File: src/rtl/counter_0_9_chain_if.sv
// Control and status bundle for the cascaded BCD up-counter.
// The bench or host drives the master side; the counter is the slave.
interface counter_0_9_chain_if #(
  parameter int DIGITS = 2
);
  logic                  clear;
  logic                  load;
  logic [4*DIGITS-1:0]   load_value;
  logic                  en;
  logic [4*DIGITS-1:0]   bcd_out;
  logic                  at_max;
  logic                  carry_out;

  modport master (
    output clear, load, load_value, en,
    input  bcd_out, at_max, carry_out
  );

  modport slave (
    input  clear, load, load_value, en,
    output bcd_out, at_max, carry_out
  );
endinterface

File: src/rtl/counter_0_9_chain.sv
// Cascaded BCD up-counter with ripple carry between digits and a programmable terminal value.
// Define COUNTER_0_9_SATURATE_EN to hold at MAX_BCD instead of wrapping to zero.
module counter_0_9_chain #(
  parameter int                  DIGITS  = 2,
  parameter logic [4*DIGITS-1:0] MAX_BCD = 8'h59
) (
  input  logic                        clk,
  input  logic                        init_n,
  counter_0_9_chain_if.slave          bus
);

  localparam int W = 4 * DIGITS;

  logic [W-1:0] bcd_q;
  logic [W-1:0] bcd_d;
  logic         at_max;

  // Bad nibbles become 0; a preset beyond the terminal count is rejected as a whole.
  function automatic logic [W-1:0] sanitize(input logic [W-1:0] v);
    logic [W-1:0] r;
    r = v;
    for (int i = 0; i < DIGITS; i++) begin
      if (v[4*i +: 4] > 4'd9) r[4*i +: 4] = 4'd0;
    end
    // With every nibble <= 9, packed BCD orders the same as its decimal value.
    if (r > MAX_BCD) r = '0;
    return r;
  endfunction

  function automatic logic [W-1:0] bcd_inc(input logic [W-1:0] v);
    logic [W-1:0] r;
    logic         c;
    r = v;
    c = 1'b1;
    for (int i = 0; i < DIGITS; i++) begin
      if (c) begin
        if (v[4*i +: 4] == 4'd9) begin
          r[4*i +: 4] = 4'd0;
          c           = 1'b1;
        end else begin
          r[4*i +: 4] = v[4*i +: 4] + 4'd1;
          c           = 1'b0;
        end
      end
    end
    return r;
  endfunction

  assign at_max = (bcd_q == MAX_BCD);

  always_comb begin
    bcd_d = bcd_q;
    if (bus.clear) begin
      bcd_d = '0;
    end else if (bus.load) begin
      bcd_d = sanitize(bus.load_value);
    end else if (bus.en) begin
      if (at_max) begin
`ifdef COUNTER_0_9_SATURATE_EN
        bcd_d = bcd_q;
`else
        bcd_d = '0;
`endif
      end else begin
        bcd_d = bcd_inc(bcd_q);
      end
    end
  end

  always_ff @(posedge clk or negedge init_n) begin
    if (!init_n) bcd_q <= '0;
    else         bcd_q <= bcd_d;
  end

  assign bus.bcd_out = bcd_q;
  assign bus.at_max  = at_max;
`ifdef COUNTER_0_9_SATURATE_EN
  assign bus.carry_out = 1'b0;
`else
  assign bus.carry_out = bus.en & at_max;
`endif

endmodule

File: src/flat_wrapper.sv
// flat-port wrapper written by rule: the top's interface ports become plain ports
module counter_0_9_chain_flat 
#(
  parameter int                  DIGITS  = 2,
  parameter logic [4*DIGITS-1:0] MAX_BCD = 8'h59
)
  (clk, init_n, bus_clear, bus_load, bus_load_value, bus_en, bus_bcd_out, bus_at_max, bus_carry_out);
  counter_0_9_chain_if #(.DIGITS(DIGITS)) bus_i ();
  input  logic clk;
  input  logic init_n;
  input wire logic [$bits(bus_i.clear)-1:0] bus_clear;
  input wire logic [$bits(bus_i.load)-1:0] bus_load;
  input wire logic [$bits(bus_i.load_value)-1:0] bus_load_value;
  input wire logic [$bits(bus_i.en)-1:0] bus_en;
  output wire logic [$bits(bus_i.bcd_out)-1:0] bus_bcd_out;
  output wire logic [$bits(bus_i.at_max)-1:0] bus_at_max;
  output wire logic [$bits(bus_i.carry_out)-1:0] bus_carry_out;
  assign bus_i.clear = bus_clear;
  assign bus_i.load = bus_load;
  assign bus_i.load_value = bus_load_value;
  assign bus_i.en = bus_en;
  assign bus_bcd_out = bus_i.bcd_out;
  assign bus_at_max = bus_i.at_max;
  assign bus_carry_out = bus_i.carry_out;
  counter_0_9_chain #(.DIGITS(DIGITS), .MAX_BCD(MAX_BCD)) u_core (.clk(clk), .init_n(init_n), .bus(bus_i));
endmodule
File: config.mk
export PLATFORM = sky130hd
export DESIGN_NAME = counter_0_9_chain_flat
export DESIGN_NICKNAME = d
export VERILOG_FILES = /design/src/rtl/counter_0_9_chain_if.sv /design/src/rtl/counter_0_9_chain.sv /design/src/flat_wrapper.sv
export SDC_FILE = /design/constraint.sdc
export NUM_CORES = 1
export LEC_CHECK = 0
export ABC_CLOCK_PERIOD_IN_PS = 1700
export BUFFER_PORTS_ARGS = -buffer_cell sky130_fd_sc_hd__buf_4
export CAP_MARGIN = 20
export CELL_PAD_IN_SITES_DETAIL_PLACEMENT = 0
export CELL_PAD_IN_SITES_GLOBAL_PLACEMENT = 2
export CORE_ASPECT_RATIO = 0.75
export CORE_MARGIN = 1.5
export CORE_UTILIZATION = 26
export DETAILED_ROUTE_END_ITERATION = 10
export PLACE_DENSITY_LB_ADDON = 0.1
export SLEW_MARGIN = 40
export SYNTH_ARGS = -nofsm -noshare
export SYNTH_HDL_FRONTEND = slang
export SYNTH_SLANG_ARGS = --single-unit
File: constraint.sdc
create_clock -name clk -period 1.7 [get_ports clk]
set_input_delay 0.17 -clock clk [delete_from_list [all_inputs] [get_ports clk]]
set_output_delay 0.17 -clock clk [all_outputs]
set_load 0.02 [all_outputs]
== Word level (Yosys, flattened, before mapping) ==
Cells that the tools add are included.

* $add $sub $neg: 2
* $lt $le $gt $ge: 3
* Muxes and demuxes: 19
* Reductions and logical operators: 3
* Equal/unequal tests: 3
* Bitwise logic cells: 1

{| class="wikitable"
|+ Operators by type and width
! operator !! count
|-
| 8-bit two-way mux || 5
|-
| 4-bit two-way mux || 9
|-
| 4-bit by 1-bit adder with 4-bit output, second input constant || 2
|-
| 4-bit equality test, second input constant || 2
|-
| 8-bit by 7-bit equality test with 1-bit output, second input constant || 1
|-
| 4-bit > comparator, second input constant || 2
|-
| 8-bit by 7-bit > comparator with 1-bit output, second input constant || 1
|-
| 1-bit two-way mux || 5
|-
| 4-bit nonzero test || 1
|-
| 3-bit nonzero test || 1
|-
| 2-bit AND reduction || 1
|-
| 1-bit AND || 1
|}

* Flip-flop bits (word level): 8
* Logic and storage cells: 33
* Input bits: 13

== Longest topological paths before layout ==
* Word-level depth: 11
* Gate-level depth with buffers: 6
* Depth with buffers taken out: 6

== Least setup slack after synthesis ==
No wires, ideal clock.

* Path kind: reg-to-reg
* From: register u_core.bcd_q[1], in the netlist u_core.bus.bcd_out[1]
* To: register u_core.bcd_q[5], in the netlist u_core.bus.bcd_out[5]
* Period minus slack after synthesis: 1826 ps
* Data arrival time: 1689 ps
* Required time: 1563 ps
* Cell stages (with the launch flop): 7
* Setup slack: -126 ps
* Cell sequence: dfrtp_1 > inv_1 > ha_1 > nand3b_1 > nor3_1 > or4_4 > a221oi_2

{| class="wikitable"
|+ RTL lines
! element !! line !! source
|-
| from (decl) || counter_0_9_chain.sv:14 || <nowiki>logic [W-1:0] bcd_q;</nowiki>
|-
| from (signal assigned) || counter_0_9_chain.sv:71 || <nowiki>if (!init_n) bcd_q <= '0;</nowiki>
|-
| from (signal assigned) || counter_0_9_chain.sv:72 || <nowiki>else bcd_q <= bcd_d;</nowiki>
|-
| 8-bit by 7-bit equality test with 1-bit output * || counter_0_9_chain.sv:49 || <nowiki>assign at_max = (bcd_q == MAX_BCD);</nowiki>
|-
| named net bus_at_max || flat_wrapper.sv:16 || <nowiki>output wire logic [$bits(bus_i.at_max)-1:0] bus_at_max;</nowiki>
|-
| 8-bit two-way mux || counter_0_9_chain.sv:58 || <nowiki>if (at_max) begin</nowiki>
|-
| 8-bit two-way mux || counter_0_9_chain.sv:57 || <nowiki>end else if (bus.en) begin</nowiki>
|-
| 8-bit two-way mux || counter_0_9_chain.sv:55 || <nowiki>end else if (bus.load) begin</nowiki>
|-
| 8-bit two-way mux || counter_0_9_chain.sv:53 || <nowiki>if (bus.clear) begin</nowiki>
|}

The timed path passes the listed nets; every way through them passes the cells marked *. The select of a mux whose other input is x is not followed.
A chain may end at the register's enable or synchronous reset.

== Worst setup path in the final report ==
* From: register u_core.bcd_q[1], in the netlist u_core.bus.bcd_out[1]
* To: output bus_carry_out

* Cells in the longest elaborated chain, start to end: 2

{| class="wikitable"
|+ RTL lines
! element !! line !! source
|-
| 8-bit by 7-bit equality test with 1-bit output || counter_0_9_chain.sv:49 ||
|-
| 1-bit AND || counter_0_9_chain.sv:80 || <nowiki>assign bus.carry_out = bus.en & at_max;</nowiki>
|-
| to (decl) || flat_wrapper.sv:17 || <nowiki>output wire logic [$bits(bus_i.carry_out)-1:0] bus_carry_out;</nowiki>
|}

No other way between the ends.

==> results.sh <==
export IMPL_setup_ws_ns=0.0621
export IMPL_power_switching_w=0.000145
export IMPL_synth_seq_cells=8
export IMPL_comb_power_share=0.262
export IMPL_rsz0062_at_grt="yes"
export IMPL_synth_area_sq_um=641
export IMPL_start_util=0.278
export IMPL_required_ns=1.53
export IMPL_die_x_microns=60.3
export IMPL_dp_slack_ns=0.0790
export IMPL_cts_sink_count=8
export IMPL_cts_buffers=3
export IMPL_largest_reg_flops=8
export IMPL_cts_path_max_buffers=2
export IMPL_cp_top_family="flip-flops"
export IMPL_grt_overflow_total=0
export IMPL_avgSynthCellArea_sq_um=8.43
export IMPL_first_global_vias=579
export IMPL_drc=0
export IMPL_worstMarginPinSlew_ns=0.340
export IMPL_instances_no_fill=137
export IMPL_root_buffer="clkbuf_4"
export IMPL_path_clk_slew_ns=0.06
export IMPL_fillers=241
export IMPL_grt_pass1_wl_microns=2720
export IMPL_fin_worst_skew_ns=0.00210
export IMPL_yosysTopAreaCell="dfrtp_1"
export IMPL_status="finished clean"
export IMPL_fmax_mhz=611
export IMPL_cp_slowest_cell="dfrtp_2"
export IMPL_slew_headroom=0.770
export IMPL_coreArea_sq_mm=0.00231
export IMPL_endpoint_kind="output pin"
export IMPL_first_pass_iters=4
export IMPL_h_tree_depth=1
export IMPL_synth_edf_count=0
export IMPL_postCtsSetupBuffers=0
export IMPL_area_growth_pct=45.1
export IMPL_report_power_total_w=0.000488
export IMPL_track_usage=0.141
export IMPL_setup_tns_ns=0
export IMPL_post_drt_via_cell_ratio=4.84
export IMPL_maxCapViolCount=0
export IMPL_cts_tree="yes"
export IMPL_power_density_mw_per_mm2=525
export IMPL_ant_nets=0
export IMPL_final_nets=122
export IMPL_crit_fanout=4
export IMPL_die_area_sq_mm=0.00277
export IMPL_n_antenna_cell=0
export IMPL_p_int_w=0.000343
export IMPL_hp_class="in2reg"
export IMPL_avgRoutedWirePerCell_microns=13.2
export IMPL_drt_iter0_markers=32
export IMPL_path_cells="inv_2, ha_4, nand3b_1, nor4_2, buf_4"
export IMPL_place_detailed_hpwl_microns=1390
export IMPL_worstPathArrival_ns=1.47
export IMPL_num_rows=15
export IMPL_synth_top_area_frac=0.313
export IMPL_die_h_microns=46.0
export IMPL_sw_frac_of_total=0.297
export IMPL_cp_slowest_stage_delay_ns=0.44
export IMPL_start_kind="register"
export IMPL_ys_types=34
export IMPL_clockPowerShare=0.308
export IMPL_placed_cells=133
export IMPL_yosysSeqAreaShare=0.313
export IMPL_wirelength_microns=1810
export IMPL_synth_warnings=0
export IMPL_num_vias=663
export IMPL_grt_max_degree=13
export IMPL_setup_violations=0
export IMPL_clk_latency_ns=0.25
export IMPL_io_buffers=22
export IMPL_num_io_pins=23
export IMPL_synth_area_leaders="dfrtp_1, ha_1, nand2_1"
export IMPL_synth_nets=93
export IMPL_synthArstFlopShare=1.00
export IMPL_slew_violations=0
export IMPL_critical_path_class="reg2out"
export IMPL_gp_congestion=0.773
export IMPL_syn_inst=76
export IMPL_period_share=0.963
export IMPL_critPathBufInv=2
export IMPL_antenna_found_initial=0
export IMPL_ys_flop_type="dfrtp_1"
export IMPL_power_frac_seq=0.430
export IMPL_drive_gt1_frac=0.398
export IMPL_ir_drop_mv=0.173
export IMPL_finalCriticalPeriod_ns=1.64
export IMPL_p_leak_nw=0.395
export IMPL_hold_viol=0
==> routing by layer <==
| layer | up-vias | part of all wire | GRT usage |
|---|---|---|---|
| met5 | - | 0 | 0 |
| met4 | 0 | 0.015 | 0.0933 |
| met1 | 299 | 0.57 | 0.222 |
| met3 | 2 | 0.052 | 0.0227 |
| met2 | 16 | 0.36 | 0.167 |
| li1 | 346 | - | - |
==> worst paths after layout <==
| check | from | end | slack, ns | depth (start not counted) |
|---|---|---|---|---|
| worst max-delay path | u_core.bus.bcd_out[1] | bus_carry_out | 0.06 | 5 |
| worst min-delay path | bus_clear | u_core.bus.bcd_out[5] | 0.13 | 2 |
| worst max register to register | u_core.bus.bcd_out[1] | u_core.bus.bcd_out[5] | 0.08 | 6 |
| worst min register to register | u_core.bus.bcd_out[5] | u_core.bus.bcd_out[5] | 0.61 | 2 |
| max in group asynchronous | init_n | u_core.bus.bcd_out[1] | 1.28 | 2 |
| min in group asynchronous | init_n | u_core.bus.bcd_out[7] | 0.27 | 2 |
==> power by group through the flow <==
stage	registers (W)	clock network, W	logic (W)
after CTS	0.000208	0.000155	0.000126
after global routing	0.000211	0.000161	0.000142
after floorplan	0.000223	0	0.0000500
after detailed placement	0.000212	0	0.000123
final	0.000210	0.000150	0.000128
after global placement	0.000212	0	0.000124
==> synth_stat cells (2+ instances only) <==
master	count
dfrtp_1	8
a211oi_1	2
nor3b_1	3
ha_1	4
a21oi_1	3
a22oi_1	2
nor2b_1	2
nand3b_1	3
nor2_1	6
nand3_1	4
nand2_1	8
clkbuf_1	2
inv_1	4
o21ai_0	5
==> cells by family after synthesis <==
kind of cell,after synthesis,synth area share
flip-flops,8,0.312
buffers and inverters,6,0.0352
AND/OR/NAND/NOR,36,0.322
multiplexers,1,0.0176
AO/OA/AOI/OAI,20,0.221
XOR/XNOR,1,0.0137
adder cells (fa/ha/maj),4,0.0781
==> repair_timing <==
action,4_1_cts,5_1_grt
endpoints found under the setup margin,1,3
pin swaps,1,3
resized for setup,1,3
endpoints found under the hold margin,8,0
hold buffers,1,0
==> cell type report <==
| class | count | area [sq um] | area share |
|---|---|---|---|
| well taps | 34 | 42.5 | 0.0458 |
| inverters | 4 | 15.0 | 0.0162 |
| repair buffers | 26 | 198 | 0.213 |
| multi-input cells | 62 | 447 | 0.480 |
| flip-flops and latches | 8 | 205 | 0.221 |
| clock buffers | 3 | 22.5 | 0.0242 |
==> stage by stage <==
| step | area [sq um] | util | hold slack [ns] |
|---|---|---|---|
| 2_1_floorplan | 656 | - | -0.126 |
| 3_3_place_gp | 878 | 0.380 | -0.00258 |
| 3_5_place_dp | 878 | 0.380 | -0.00143 |
| 4_1_cts | 917 | 0.397 | 0.126 |
| 5_1_grt | 930 | 0.403 | 0.154 |
| 6_report | 930 | 0.403 | 0.135 |
==> placed cells by master (no fill, tap or decap), drive strengths merged, types with 2 or more instances in the layout <==
| cell type | instances |
|---|---|
| nor3b | 3 |
| a21oi | 3 |
| a221oi | 2 |
| nand3 | 4 |
| nor2b | 2 |
| buf | 25 |
| a211oi | 2 |
| nand3b | 3 |
| o21ai | 6 |
| nand2 | 8 |
| dfrtp | 8 |
| a22oi | 2 |
| ha | 4 |
| inv | 4 |
| clkbuf | 3 |
| nor2 | 6 |
Power figures use the tool's default switching activity.
